**src/rtl/multi_cycle_ctrl.sv**
```systemverilog
// multi_cycle_ctrl: multi-cycle MIPS-subset control FSM (IF/ID/EX/MEM/WB) with memory watchdog and instret.
// Optional ILLEGAL_TRAP_EN: illegal opcodes take a one-cycle TRAP to the trap vector instead of retiring as NOP.
module multi_cycle_ctrl #(
    parameter int ALUOP_W     = 4,
    parameter int CNT_W       = 32,
    parameter int MEM_TIMEOUT = 15,
    parameter int TIMER_W     = 4
) (
    input  logic               clk,
    input  logic               rst,
    input  logic [31:0]        instruction,
    input  logic               zero,
    input  logic               mem_ready,
    output logic               PCWr,
    output logic [1:0]         PCSrc,
    output logic               IRWr,
    output logic               MemRd,
    output logic               MemWr,
    output logic               RegWr,
    output logic               ALUSrc,
    output logic               RegDst,
    output logic               MemToReg,
    output logic               ExtOp,
    output logic               Link,
    output logic               RType,
    output logic [ALUOP_W-1:0] ALUOp,
    output logic [2:0]         state,
    output logic               bus_err,
    output logic               trap,
    output logic [CNT_W-1:0]   instret
);
    typedef enum logic [2:0] {
        S_IF   = 3'd0,
        S_ID   = 3'd1,
        S_EX   = 3'd2,
        S_MEM  = 3'd3,
        S_WB   = 3'd4,
        S_TRAP = 3'd5
    } state_t;
`ifdef ILLEGAL_TRAP_EN
    localparam bit TRAP_EN = 1'b1;
`else
    localparam bit TRAP_EN = 1'b0;
`endif
    // The timer holds the number of wait cycles already spent, so the limit cycle is the one where it reads MEM_TIMEOUT-1.
    localparam logic [TIMER_W-1:0] LIMIT = TIMER_W'(MEM_TIMEOUT > 0 ? MEM_TIMEOUT - 1 : 0);
    state_t             r_state, w_next;
    logic [TIMER_W-1:0] r_timer;
    logic [CNT_W-1:0]   r_instret;
    logic [5:0]         w_op;
    logic               w_r, w_nop, w_lw, w_sw, w_beq, w_bne, w_addi, w_ori, w_lui, w_j, w_jal, w_ill, w_br;
    logic               w_if, w_id, w_ex, w_mem, w_wb, w_trp, w_wait, w_tmo, w_retire;
    logic [ALUOP_W-1:0] w_aluop;
    assign w_op   = instruction[31:26];
    assign w_nop  = instruction == 32'd0;
    assign w_r    = w_op == 6'h00 && instruction[5:0] != 6'd0;
    assign w_lw   = w_op == 6'h23;
    assign w_sw   = w_op == 6'h2B;
    assign w_beq  = w_op == 6'h04;
    assign w_bne  = w_op == 6'h05;
    assign w_addi = w_op == 6'h08;
    assign w_ori  = w_op == 6'h0D;
    assign w_lui  = w_op == 6'h0F;
    assign w_j    = w_op == 6'h02;
    assign w_jal  = w_op == 6'h03;
    assign w_br   = w_beq | w_bne;
    assign w_ill  = !(w_r | w_nop | w_lw | w_sw | w_br | w_addi | w_ori | w_lui | w_j | w_jal);
    assign w_if   = r_state == S_IF;
    assign w_id   = r_state == S_ID;
    assign w_ex   = r_state == S_EX;
    assign w_mem  = r_state == S_MEM;
    assign w_wb   = r_state == S_WB;
    assign w_trp  = TRAP_EN && r_state == S_TRAP;
    assign w_wait = w_if | w_mem;
    // A ready arriving on the limit cycle completes the access, so the watchdog only fires without it.
    assign w_tmo  = (MEM_TIMEOUT > 0) && w_wait && !mem_ready && r_timer == LIMIT;
    assign w_aluop = w_r ? ALUOP_W'(15) : w_br ? ALUOP_W'(1) : w_ori ? ALUOP_W'(3) : w_lui ? ALUOP_W'(5) : ALUOP_W'(0);
    always_comb begin
        w_next   = S_IF;
        w_retire = 1'b0;
        case (r_state)
            S_IF: w_next = mem_ready ? S_ID : S_IF;
            S_ID: begin
                w_next   = w_jal ? S_WB : (w_j | w_nop) ? S_IF : w_ill ? (TRAP_EN ? S_TRAP : S_IF) : S_EX;
                w_retire = w_j | w_nop | (w_ill & !TRAP_EN);
            end
            S_EX: begin
                w_next   = w_br ? S_IF : (w_lw | w_sw) ? S_MEM : S_WB;
                w_retire = w_br;
            end
            S_MEM: begin
                w_next   = mem_ready ? (w_lw ? S_WB : S_IF) : (w_tmo ? S_IF : S_MEM);
                w_retire = mem_ready & !w_lw;
            end
            S_WB: begin
                w_next   = S_IF;
                w_retire = 1'b1;
            end
            default: w_next = S_IF;
        endcase
    end
    always_comb begin
        PCWr     = (w_if & mem_ready) | (w_id & (w_j | w_jal)) | (w_ex & ((w_beq & zero) | (w_bne & ~zero))) | w_trp;
        PCSrc    = w_trp ? 2'd3 : (w_id & (w_j | w_jal)) ? 2'd2 : (w_ex & w_br) ? 2'd1 : 2'd0;
        IRWr     = w_if & mem_ready;
        MemRd    = !w_tmo & (w_if | (w_mem & w_lw));
        MemWr    = !w_tmo & w_mem & w_sw;
        RegWr    = w_wb;
        ALUSrc   = w_ex & (w_addi | w_ori | w_lui | w_lw | w_sw);
        ExtOp    = w_ex & (w_addi | w_lw | w_sw | w_br);
        RType    = w_ex & w_r;
        ALUOp    = w_ex ? w_aluop : '0;
        RegDst   = w_wb & w_r;
        MemToReg = w_wb & w_lw;
        Link     = w_wb & w_jal;
        trap     = w_trp;
    end
    always_ff @(posedge clk) begin
        if (rst) begin
            r_state   <= S_IF;
            r_timer   <= '0;
            r_instret <= '0;
        end else begin
            r_state   <= w_next;
            r_timer   <= (w_wait && !mem_ready && !w_tmo) ? r_timer + 1'b1 : '0;
            r_instret <= r_instret + CNT_W'(w_retire);
        end
    end
    assign state   = r_state;
    assign bus_err = w_tmo;
    assign instret = r_instret;
endmodule

```
**config.mk**
```make
export PLATFORM = sky130hd
export DESIGN_NAME = multi_cycle_ctrl
export DESIGN_NICKNAME = d
export VERILOG_FILES = /design/src/rtl/multi_cycle_ctrl.sv
export SDC_FILE = /design/constraint.sdc
export NUM_CORES = 1
export LEC_CHECK = 0
export ABC_AREA = 1
export BUFFER_PORTS_ARGS = -buffer_cell sky130_fd_sc_hd__buf_4
export CORE_MARGIN = 8
export CORE_UTILIZATION = 30
export DETAILED_ROUTE_END_ITERATION = 10
export HOLD_SLACK_MARGIN = 0.08
export REMOVE_ABC_BUFFERS = 1
export SLEW_MARGIN = 25
export SYNTH_ARGS = -nofsm -noshare
export SYNTH_HDL_FRONTEND = slang
export SYNTH_SLANG_ARGS = --single-unit
```
**constraint.sdc**
```tcl
create_clock -name clk -period 2.35 [get_ports clk]
set_input_delay 0.47 -clock clk [delete_from_list [all_inputs] [get_ports clk]]
set_output_delay 0.47 -clock clk [all_outputs]
set_load 0.02 [all_outputs]
```
==> flow_metrics.py, run 1 <==
metrics = {
    "status": {
        "status": "finished, final reports clean",
    },
    "clock_network": {
        "insertion_delay_ns": 0.30,
        "cts_hold_buf": 0,
        "root_buffer": "clkbuf_8",
        "clk_path_buf_depth": 2,
        "cts_tree": "yes",
        "cts_buffers": 5,
        "htreeDepth": 2,
        "clk_pin_slew_ns": 0.07,
        "cts_sinks": 39,
    },
    "floorplan": {
        "core_sq_um": 8051,
        "row_count": 33,
        "fp.dieArea_sq_um": 11280,
        "die_h_um": 106.2,
        "ioPinCount": 90,
        "die_w_um": 106.2,
        "start_util": 0.3032,
    },
    "layout": {
        "fillers": 834,
        "area_delta_synth_final_pct": 49.46,
        "fin_area_sq_um": 3649,
        "multi_input_area_sq_um": 1520,
        "regArea_sq_um": 780.7,
        "nets": 549,
        "finalNonFillerCells": 615,
        "antennaDiodeCount": 0,
        "layout-drive-gt1-share": 0.3078,
    },
    "logic_synthesis": {
        "yosys.area_share.adder": 0.02050,
        "synth_compound_area_frac": 0.1005,
        "synth_edf_count": 0,
        "syn_inst": 388,
        "synth_flop_cell": "dfxtp_1",
        "yosysSeqAreaShare": 0.3198,
        "post_synth_num_cell_types": 33,
        "synthMuxAreaShare": 0,
        "synth_top_family_by_area": "simple AND/OR/NAND/NOR gates",
        "synth_seq_cells": 39,
        "avgSynthCellArea_sq_um": 6.291,
        "yosysWarnings": 0,
        "synthXorXnorAreaFrac": 0.03588,
        "yosys.area_share.simple": 0.4295,
        "netlist_area_sq_um": 2441,
        "async_flop_share": 0,
    },
    "timing": {
        "final.setup.worst_slack_ns": 0.1418,
        "fmax_ghz": 0.4529,
        "drv_slew": 0,
        "clock_skew_ns": 0.005414,
        "period_minus_slack_ns": 2.208,
        "max_slew_margin": 0.6690,
        "hold_viol_final": 0,
        "tightest_slew_ns": 0.4927,
        "setup_viol": 0,
        "min_period_over_period": 0.9397,
    },
    "placed_design": {
        "io_buffer_count": 88,
        "dpl_worst_slack_ns": -0.2854,
        "dp.cells": 606,
        "hpwlAfterDp_um": 6666,
        "globalplace.congestion": 0.9023,
        "dpl_cell_area_sq_um": 3436,
    },
    "global_routing": {
        "met3_usage": 0.05384,
        "grt_pass1_vias": 2862,
        "gr-usage-all-layers": 0.1423,
        "grt_pass1_wl_um": 13240,
        "grt_max_degree": 27,
        "grtUsageMet1": 0.1679,
        "top_usage_layer": "met2",
        "use_met2": 0.2346,
        "overflow": 0,
        "antenna_found_initial": 0,
    },
    "setup_path": {
        "r2r_cells": 13,
        "slowest_delay_ns": 0.20,
        "worst_ep_arrival_time_ns": 1.74,
        "critPathMostFrequentCell": "buf_4",
        "r2r_slack_ns": 0.24,
        "crit_fanout": 6,
        "end_kind": "primary output",
        "r2r-end": "instret[18]$_SDFF_PP0_",
        "critPathKind": "in2out",
        "required_ns": 1.88,
        "crit_buf_inv": 4,
        "cp_top_family": "simple AND/OR/NAND/NOR gates",
        "path_cells": "buf_4, nor2_4, nand2_1, buf_4, nor2_2, buf_4, nand2_1, nor2_1, a31o_2, buf_4",
        "worst_setup_path_start_kind": "input pin",
        "reg2reg_from": "state[0]$_SDFF_PP0_",
        "slowest_stage": "nor2_1",
    },
    "min_path": {
        "hold_path.class": "reg2reg",
        "whs_endpoint": "r_timer[0]$_SDFF_PP0_",
        "hp-start": "r_timer[0]$_SDFF_PP0_",
        "min_delay_path_depth": 1,
    },
    "power_and_ir_drop": {
        "peakVddDrop_mv": 0.2284,
        "p_int_mw": 1.093,
        "clkPwrFrac": 0.414,
        "netSwitchingFraction": 0.2348,
        "switchingPower_mw": 0.3353,
        "pwr-share-comb": 0.116,
        "powerDensity_nw_per_um2": 391.4,
        "p_leak_nw": 1.558,
        "seqPwrFrac": 0.471,
    },
    "routing": {
        "num_vias": 2875,
        "dr.pass1.iters": 4,
        "wire_per_inst_um": 13.32,
        "viasPerCell": 4.675,
        "drt_iter0_drc": 194,
        "wl_um": 8190,
        "drc_errors": 0,
        "postRouteAntennaNets": 0,
    },
    "run": {
        "cap_violations": 0,
    },
}
[logic make-up after synthesis]
logic type	count (synthesis)
fa+ha+maj	4
buf+inv	58
compound gates	45
xor+xnor	10
other cells	1
simple gates	231
flops	39
[cell usage after synthesis, types with 2 or more instances]
master | count | share of area
nand3_1 | 28 | 0.057
nor3_1 | 15 | 0.031
nor3_2 | 4 | 0.016
xor2_1 | 9 | 0.032
a31oi_1 | 2 | 0.0051
o22ai_1 | 2 | 0.0051
a21oi_1 | 27 | 0.055
nor2_4 | 2 | 0.0092
nand2_2 | 3 | 0.0077
inv_1 | 51 | 0.078
nand4_1 | 5 | 0.013
dfxtp_1 | 39 | 0.32
o21ai_0 | 9 | 0.018
nand3b_1 | 5 | 0.015
buf_4 | 2 | 0.0061
ha_1 | 4 | 0.021
nor2_1 | 76 | 0.12
clkbuf_1 | 4 | 0.0061
o21a_1 | 3 | 0.0092
nand2_1 | 85 | 0.13
[metal layers]
metal	share of wire	wire length, um
met5	0	0
met4	0.020	160
met1	0.45	3652
met2	0.44	3570
met3	0.099	807
[worst max-delay path by stage]
stage | from | to | slack (ns) | cells past startpoint
after detailed placement | instruction[29] | instret[20]$_SDFF_PP0_ | -0.29 | 19
final | instruction[29] | ALUOp[2] | 0.14 | 10
after CTS | instruction[29] | instret[20]$_SDFF_PP0_ | 0.03 | 19
after global routing | instruction[29] | instret[18]$_SDFF_PP0_ | -0.02 | 19
after global placement | instruction[27] | instret[20]$_SDFF_PP0_ | -0.20 | 19
after floorplan | instruction[30] | instret[20]$_SDFF_PP0_ | -0.34 | 14
[final cells by class]
cell class | count | share of cell area
Multi-Input combinational cell | 291 | 0.4167
Tap cell | 105 | 0.03601
Sequential cell | 39 | 0.2140
Inverter | 52 | 0.05418
Clock buffer | 6 | 0.02263
Clock inverter | 2 | 0.009602
Timing Repair Buffer | 120 | 0.2469
[flip-flops by register name (all words and copies together), names as in the netlist]
signal / flops
instret: 32
r_timer: 4
state: 3
[per-stage QoR]
stage	setup TNS [ns]	hold WS [ns]	utilization	power, mW
floorplan	-4.001	0.4300	-	0.7449
global placement	-2.789	0.4493	0.4267	0.8413
detailed placement	-3.824	0.4622	0.4267	0.8437
CTS	0	0.4790	0.4413	1.432
global route	-0.03530	0.5008	0.4531	1.492
finish	0	0.4708	0.4531	1.428
[layout by cell type (no fill, tap or decap), drive strengths merged]
master | synthesis | layout
xor2 | 9 | 9
o21a | 3 | 3
and2 | 1 | 1
clkinv | 0 | 1
nand4 | 5 | 5
o22ai | 2 | 2
a211o | 1 | 1
inv | 52 | 52
conb | 1 | 1
nor4 | 2 | 2
nand3b | 5 | 5
or2 | 1 | 1
nor3 | 20 | 20
bufinv | 0 | 1
a21oi | 27 | 27
a31o | 1 | 1
o21ai | 9 | 9
dfxtp | 39 | 39
ha | 4 | 4
nand2 | 88 | 88
clkbuf | 4 | 6
xnor2 | 1 | 1
nor2 | 79 | 79
nand3 | 29 | 29
and3 | 1 | 1
a31oi | 2 | 2
buf | 2 | 120
[worst register-to-register path, cell delays in order, from the launching register on]
cell and delay (ns):
dfxtp_1 0.42, nand3_1 0.12, nor3_1 0.21, nor3_1 0.09, nand2_2 0.09, ha_4 0.15
ha_4 0.13, nand3_2 0.10, nor2_4 0.18, nand2_2 0.10, nor2_4 0.14, nand2_1 0.07
xor2_1 0.14, nor2_1 0.05
[power by group through the flow]
| stage | Sequential, mW | Combinational, mW | Clock [mW] |
|---|---|---|---|
| after global routing | 0.673 | 0.184 | 0.635 |
| after detailed placement | 0.687 | 0.157 | 0 |
| after floorplan | 0.690 | 0.0545 | 0 |
| after global placement | 0.686 | 0.155 | 0 |
| after CTS | 0.671 | 0.157 | 0.604 |
| final | 0.672 | 0.165 | 0.591 |
[repair_timing]
action                     CTS  global route
setup buffers                0             1
setup endpoints to repair    0            23
resized for setup            0            21
Note: power is estimated with default switching activity, not from simulation.
==> run 2: changes to the inputs <==
Settings changed: REMOVE_ABC_BUFFERS 1 to not set.
==> run 2 against run 1 <==
Routed wire length is 0.51% lower. Total power is 9.7% lower. Clock-buffer cell count is 1 lower. Highest routed layer unchanged. Combinational power is 4% higher. Register-to-register slack worse by 0.05 ns.
==> flow_metrics.py, run 2 (synthesized netlist as in run 1, its figures left out) <==
metrics = {
    "routing": {
        "dr_wl_met3_um": 430,
        "dr.pass1.iters": 4,
        "wl_um": 8148,
        "met2_length_um": 3993,
        "wire_per_inst_um": 13.23,
        "drt_iter0_drc": 69,
        "wl_met1_um": 3663,
        "num_vias": 2854,
        "postRouteAntennaNets": 0,
        "maxUsedRoutingLayer": "met4",
        "viasPerCell": 4.633,
        "drc_errors": 0,
    },
    "clock_network": {
        "root_buffer": "clkbuf_8",
        "cts_tree": "yes",
        "cts_hold_buf": 0,
        "htreeDepth": 2,
        "clk_pin_slew_ns": 0.08,
        "cts_sinks": 39,
        "insertion_delay_ns": 0.30,
        "cts_buffers": 5,
        "clk_path_buf_depth": 2,
    },
    "setup_path": {
        "worst_setup_path_start_kind": "input pin",
        "slowest_stage": "nor3_1",
        "crit_fanout": 4,
        "required_ns": 2.58,
        "crit_buf_inv": 3,
        "end_kind": "flop",
        "worst_ep_arrival_time_ns": 2.43,
        "cp_top_family": "simple AND/OR/NAND/NOR gates",
        "path_cells": "buf_4, nor2_1, nand3_2, nor2_1, nor3_1, nor3_1, nand2_2, ha_4, ha_4, nand3_4, nor2_4, inv_2, nor2_4, buf_4, nand2_1, nand2_1, a21oi_1",
        "slowest_delay_ns": 0.22,
        "critPathKind": "in2reg",
    },
    "global_routing": {
        "grt_pass1_wl_um": 13560,
        "gr-usage-all-layers": 0.1441,
        "grt_max_degree": 27,
        "grt_pass1_vias": 2824,
        "overflow": 0,
        "antenna_found_initial": 0,
    },
    "timing": {
        "period_minus_slack_ns": 2.198,
        "min_period_over_period": 0.9353,
        "fmax_ghz": 0.4550,
        "drv_slew": 0,
        "rsz0062_at_grt": "yes",
        "setup_viol": 0,
        "clock_skew_ns": 0.009699,
        "final.setup.worst_slack_ns": 0.1521,
        "totalNegativeSetupSlack_ns": 0,
        "hold_viol_final": 0,
    },
    "status": {
        "status": "finished, final reports clean",
    },
    "power_and_ir_drop": {
        "clkPwrFrac": 0.345,
        "netSwitchingFraction": 0.2576,
        "p_leak_nw": 1.554,
        "p_total_mw": 1.289,
        "powerDensity_nw_per_um2": 353.4,
        "pwr-share-comb": 0.133,
        "p_int_mw": 0.9573,
        "seqPwrFrac": 0.522,
        "peakVddDrop_mv": 0.1622,
        "switchingPower_mw": 0.3321,
    },
    "layout": {
        "antennaDiodeCount": 0,
        "final_util": 0.4531,
        "nets": 550,
        "finalNonFillerCells": 616,
        "area_delta_synth_final_pct": 49.46,
        "layout_commonest_cell": "buf_4",
        "layout-drive-gt1-share": 0.3190,
        "layout_common_cells": "buf_4 (121), nand2_1 (82), nor2_1 (69), inv_1 (51), dfxtp_1 (38)",
        "largest_register_ffs": 32,
    },
    "floorplan": {
        "row_count": 33,
        "core_sq_um": 8051,
        "fp.dieArea_sq_um": 11280,
        "die_h_um": 106.2,
        "ioPinCount": 90,
        "die_w_um": 106.2,
        "start_util": 0.3032,
    },
    "placed_design": {
        "globalplace.congestion": 0.8815,
        "io_buffer_count": 88,
        "dpl_worst_slack_ns": -0.3452,
        "dp.cells": 606,
        "hpwlAfterDp_um": 6702,
    },
    "logic_synthesis": {
        "synth_nets": 428,
    },
    "run": {
        "cap_violations": 0,
    },
    "min_path": {
        "hold_path.class": "reg2reg",
    },
}
run 2: cell types whose count changed in the layout (fill, tap and decap cells not counted), sizes merged:
cell	previous run	this run
clkbuf	6	5
bufinv	1	0
buf	120	121
clkinv	1	3
run 2: cell type report:
type                            instances  area, sq um
Tap cell                              105        131.4
Fill cell                             854         4403
Timing Repair Buffer                  121        908.4
Sequential cell                        39        782.0
Inverter                               52        195.2
Multi-Input combinational cell        291         1548
Clock buffer                            5        68.82
Clock inverter                          3        15.01
run 2: power by group through the flow:
stage	combinational, mW	clock, mW	sequential, mW
after global placement	0.161	0	0.687
final	0.172	0.445	0.673
after CTS	0.167	0.465	0.672
after floorplan	0.0637	0	0.691
after global routing	0.192	0.488	0.674
after detailed placement	0.164	0	0.687
run 2: worst reg2reg max path: stages, from the launching register on:
cell	delay, ns
dfxtp_1	0.44
nand3_1	0.15
nor3_1	0.22
nor3_1	0.09
nand2_2	0.10
ha_4	0.16
ha_4	0.15
nand3_4	0.09
nor2_4	0.14
nand2_2	0.09
nor2_4	0.13
nand3_2	0.07
xor2_1	0.14
nor2_1	0.05
run 2: routing by layer:
metal / up-vias / global-route usage
met5: - / 0
met4: 0 / 0.02915
met3: 8 / 0.03751
met2: 57 / 0.2623
met1: 1305 / 0.1650
li1: 1484 / -
run 2: timing repair:
| action | 4_1_cts | 5_1_grt |
|---|---|---|
| gates resized for setup | 1 | 17 |
| setup endpoints to repair | 3 | 18 |
| buffers inserted | 2 | 0 |
| hold endpoints to repair | 0 | 0 |
| pin swaps | 1 | 7 |
| gates cloned | 0 | 0 |
run 2: path summary, 6_finish.rpt:
kind	end	slack (ns)	cells after the start	start
worst max-delay path	instret[24]$_SDFF_PP0_	0.15	17	instruction[28]
worst min-delay path	r_timer[0]$_SDFF_PP0_	0.47	1	r_timer[0]$_SDFF_PP0_
worst max register to register	instret[20]$_SDFF_PP0_	0.19	13	state[0]$_SDFF_PP0_
worst min register to register	r_timer[0]$_SDFF_PP0_	0.47	1	r_timer[0]$_SDFF_PP0_
run 2: per-stage QoR:
step | hold WS [ns] | instance area, sq um
after global placement | 0.4501 | 3476
after global routing | 0.5035 | 3649
final | 0.4681 | 3649
after CTS | 0.4728 | 3580
after detailed placement | 0.4551 | 3476
after floorplan | 0.4300 | 2481
==> run 3: changes to the inputs <==
Settings changed: MAX_ROUTING_LAYER set to met4.
==> run 3 against run 2 <==
Combinational power hardly changed. Highest routed layer unchanged. Final cell count unchanged. Routed wire length about the same. Largest power group unchanged. Global-route usage up 0.42 points. Clock skew barely moved. Hold slack unchanged. Critical path depth unchanged. Largest cell class unchanged. Sequential share of layout area stayed put.
==> flow_metrics.py, run 3 (synthesized netlist as in run 1, its figures left out) <==
metrics = {
    "routing": {
        "postRouteAntennaNets": 0,
        "viasPerCell": 4.636,
        "drc_errors": 0,
        "wl_um": 8146,
        "dr.pass1.iters": 4,
        "num_vias": 2856,
        "drt_iter0_drc": 65,
        "wire_per_inst_um": 13.22,
    },
    "placed_design": {
        "io_buffer_count": 88,
        "hpwlAfterDp_um": 6702,
        "dpl_cell_area_sq_um": 3476,
        "globalplace.congestion": 0.8961,
    },
    "floorplan": {
        "start_util": 0.3032,
        "row_count": 33,
        "ioPinCount": 90,
        "die_h_um": 106.2,
        "core_sq_um": 8051,
        "fp.dieArea_sq_um": 11280,
        "die_w_um": 106.2,
    },
    "timing": {
        "whs_ns": 0.4681,
        "hold_viol_final": 0,
        "rsz0062_at_grt": "yes",
        "totalNegativeSetupSlack_ns": 0,
        "clock_skew_ns": 0.009654,
        "period_minus_slack_ns": 2.197,
        "setup_viol": 0,
        "drv_slew": 0,
        "min_period_over_period": 0.9351,
        "fmax_ghz": 0.4551,
    },
    "status": {
        "status": "finished, final reports clean",
    },
    "layout": {
        "layout-drive-gt1-share": 0.3190,
        "largest_register_ffs": 32,
        "layout_common_cells": "buf_4 (121), nand2_1 (82), nor2_1 (69), inv_1 (51), dfxtp_1 (38)",
        "nets": 550,
        "fin_area_sq_um": 3649,
        "antennaDiodeCount": 0,
        "fillers": 854,
        "area_delta_synth_final_pct": 49.46,
        "layout_commonest_cell": "buf_4",
    },
    "min_path": {
        "hold_path.class": "reg2reg",
    },
    "global_routing": {
        "grt_pass1_wl_um": 13540,
        "antenna_found_initial": 0,
        "grt_pass1_vias": 2824,
        "gr-usage-all-layers": 0.1483,
        "overflow": 0,
        "grt_max_degree": 27,
    },
    "clock_network": {
        "root_buffer": "clkbuf_8",
        "insertion_delay_ns": 0.30,
        "cts_sinks": 39,
        "clk_pin_slew_ns": 0.08,
        "cts_buffers": 5,
        "htreeDepth": 2,
        "clk_path_buf_depth": 2,
        "cts_tree": "yes",
    },
    "setup_path": {
        "crit_fanout": 4,
        "worst_setup_path_start_kind": "input pin",
        "critPathKind": "in2reg",
        "end_kind": "flop",
        "required_ns": 2.58,
        "worst_ep_arrival_time_ns": 2.43,
    },
    "run": {
        "cap_violations": 0,
    },
    "power_and_ir_drop": {
        "powerDensity_nw_per_um2": 353.4,
        "peakVddDrop_mv": 0.1622,
        "p_leak_nw": 1.554,
    },
    "logic_synthesis": {
        "synth_nets": 428,
    },
}
==> run 3: cell counts in the layout (fill, tap and decap cells not counted) <==
No cell type changed its count.
==> run 3: final timing paths <==
check                                           start                      to  slack (ns)  cells after the start
worst max-delay path                  instruction[28]  instret[24]$_SDFF_PP0_        0.15                     17
worst min-delay path            r_timer[0]$_SDFF_PP0_   r_timer[0]$_SDFF_PP0_        0.47                      1
worst max register to register    state[0]$_SDFF_PP0_  instret[20]$_SDFF_PP0_        0.19                     13
worst min register to register  r_timer[0]$_SDFF_PP0_   r_timer[0]$_SDFF_PP0_        0.47                      1
==> run 3: cell type report <==
cell class                 instances  area (sq um)  area share
clock buffer                       5         68.82     0.01886
clock inverter                     3         15.01    0.004115
inverter                          52         195.2     0.05350
multi-input combinational        291          1548      0.4242
sequential                        39         782.0      0.2143
tap                              105         131.4     0.03601
timing repair buffer             121         908.4      0.2490
==> run 3: repair_timing <==
item                                    CTS  global route
endpoints found under the setup margin    3            18
resized for setup                         1            17
hold buffers                              0             0
buffers inserted                          2             0
pin swaps                                 1             7
==> run 3: per-layer routing <==
metal  GRT usage  part of all wire
met1      0.1715              0.46
met2      0.2618              0.49
met3     0.02722             0.039
met4     0.02915            0.0074
met5           -                 0
==> run 3: through the flow <==
stage / worst slack [ns] / std cells / total power [mW] / util
4_1_cts: 0.01062 / 616 / 1.305 / 0.4446
3_3_place_gp: -0.2487 / 606 / 0.8480 / 0.4317
5_1_grt: -0.008904 / 616 / 1.355 / 0.4531
3_5_place_dp: -0.3452 / 606 / 0.8512 / 0.4317
2_1_floorplan: 0.001942 / 388 / 0.7543 / -
6_report: 0.1525 / 616 / 1.289 / 0.4531
==> run 3: critical path, stage by stage <==
cell and delay [ns]:
buf_4 0.14, nor2_1 0.12, nand3_2 0.14, nor2_1 0.17
nor3_1 0.07, nor3_1 0.22, nand2_2 0.11, ha_4 0.19
ha_4 0.17, nand3_4 0.10, nor2_4 0.05, inv_2 0.09
nor2_4 0.05, buf_4 0.13, nand2_1 0.05, nand2_1 0.04
a21oi_1 0.12
==> run 3: where the power goes <==
part | total [mW] | internal (mW) | switching [mW] | leakage (nW)
Sequential | 0.673 | 0.666 | 0.00687 | 0.315
Combinational | 0.171 | 0.0882 | 0.0833 | 1.19
Clock | 0.445 | 0.203 | 0.242 | 0.0477
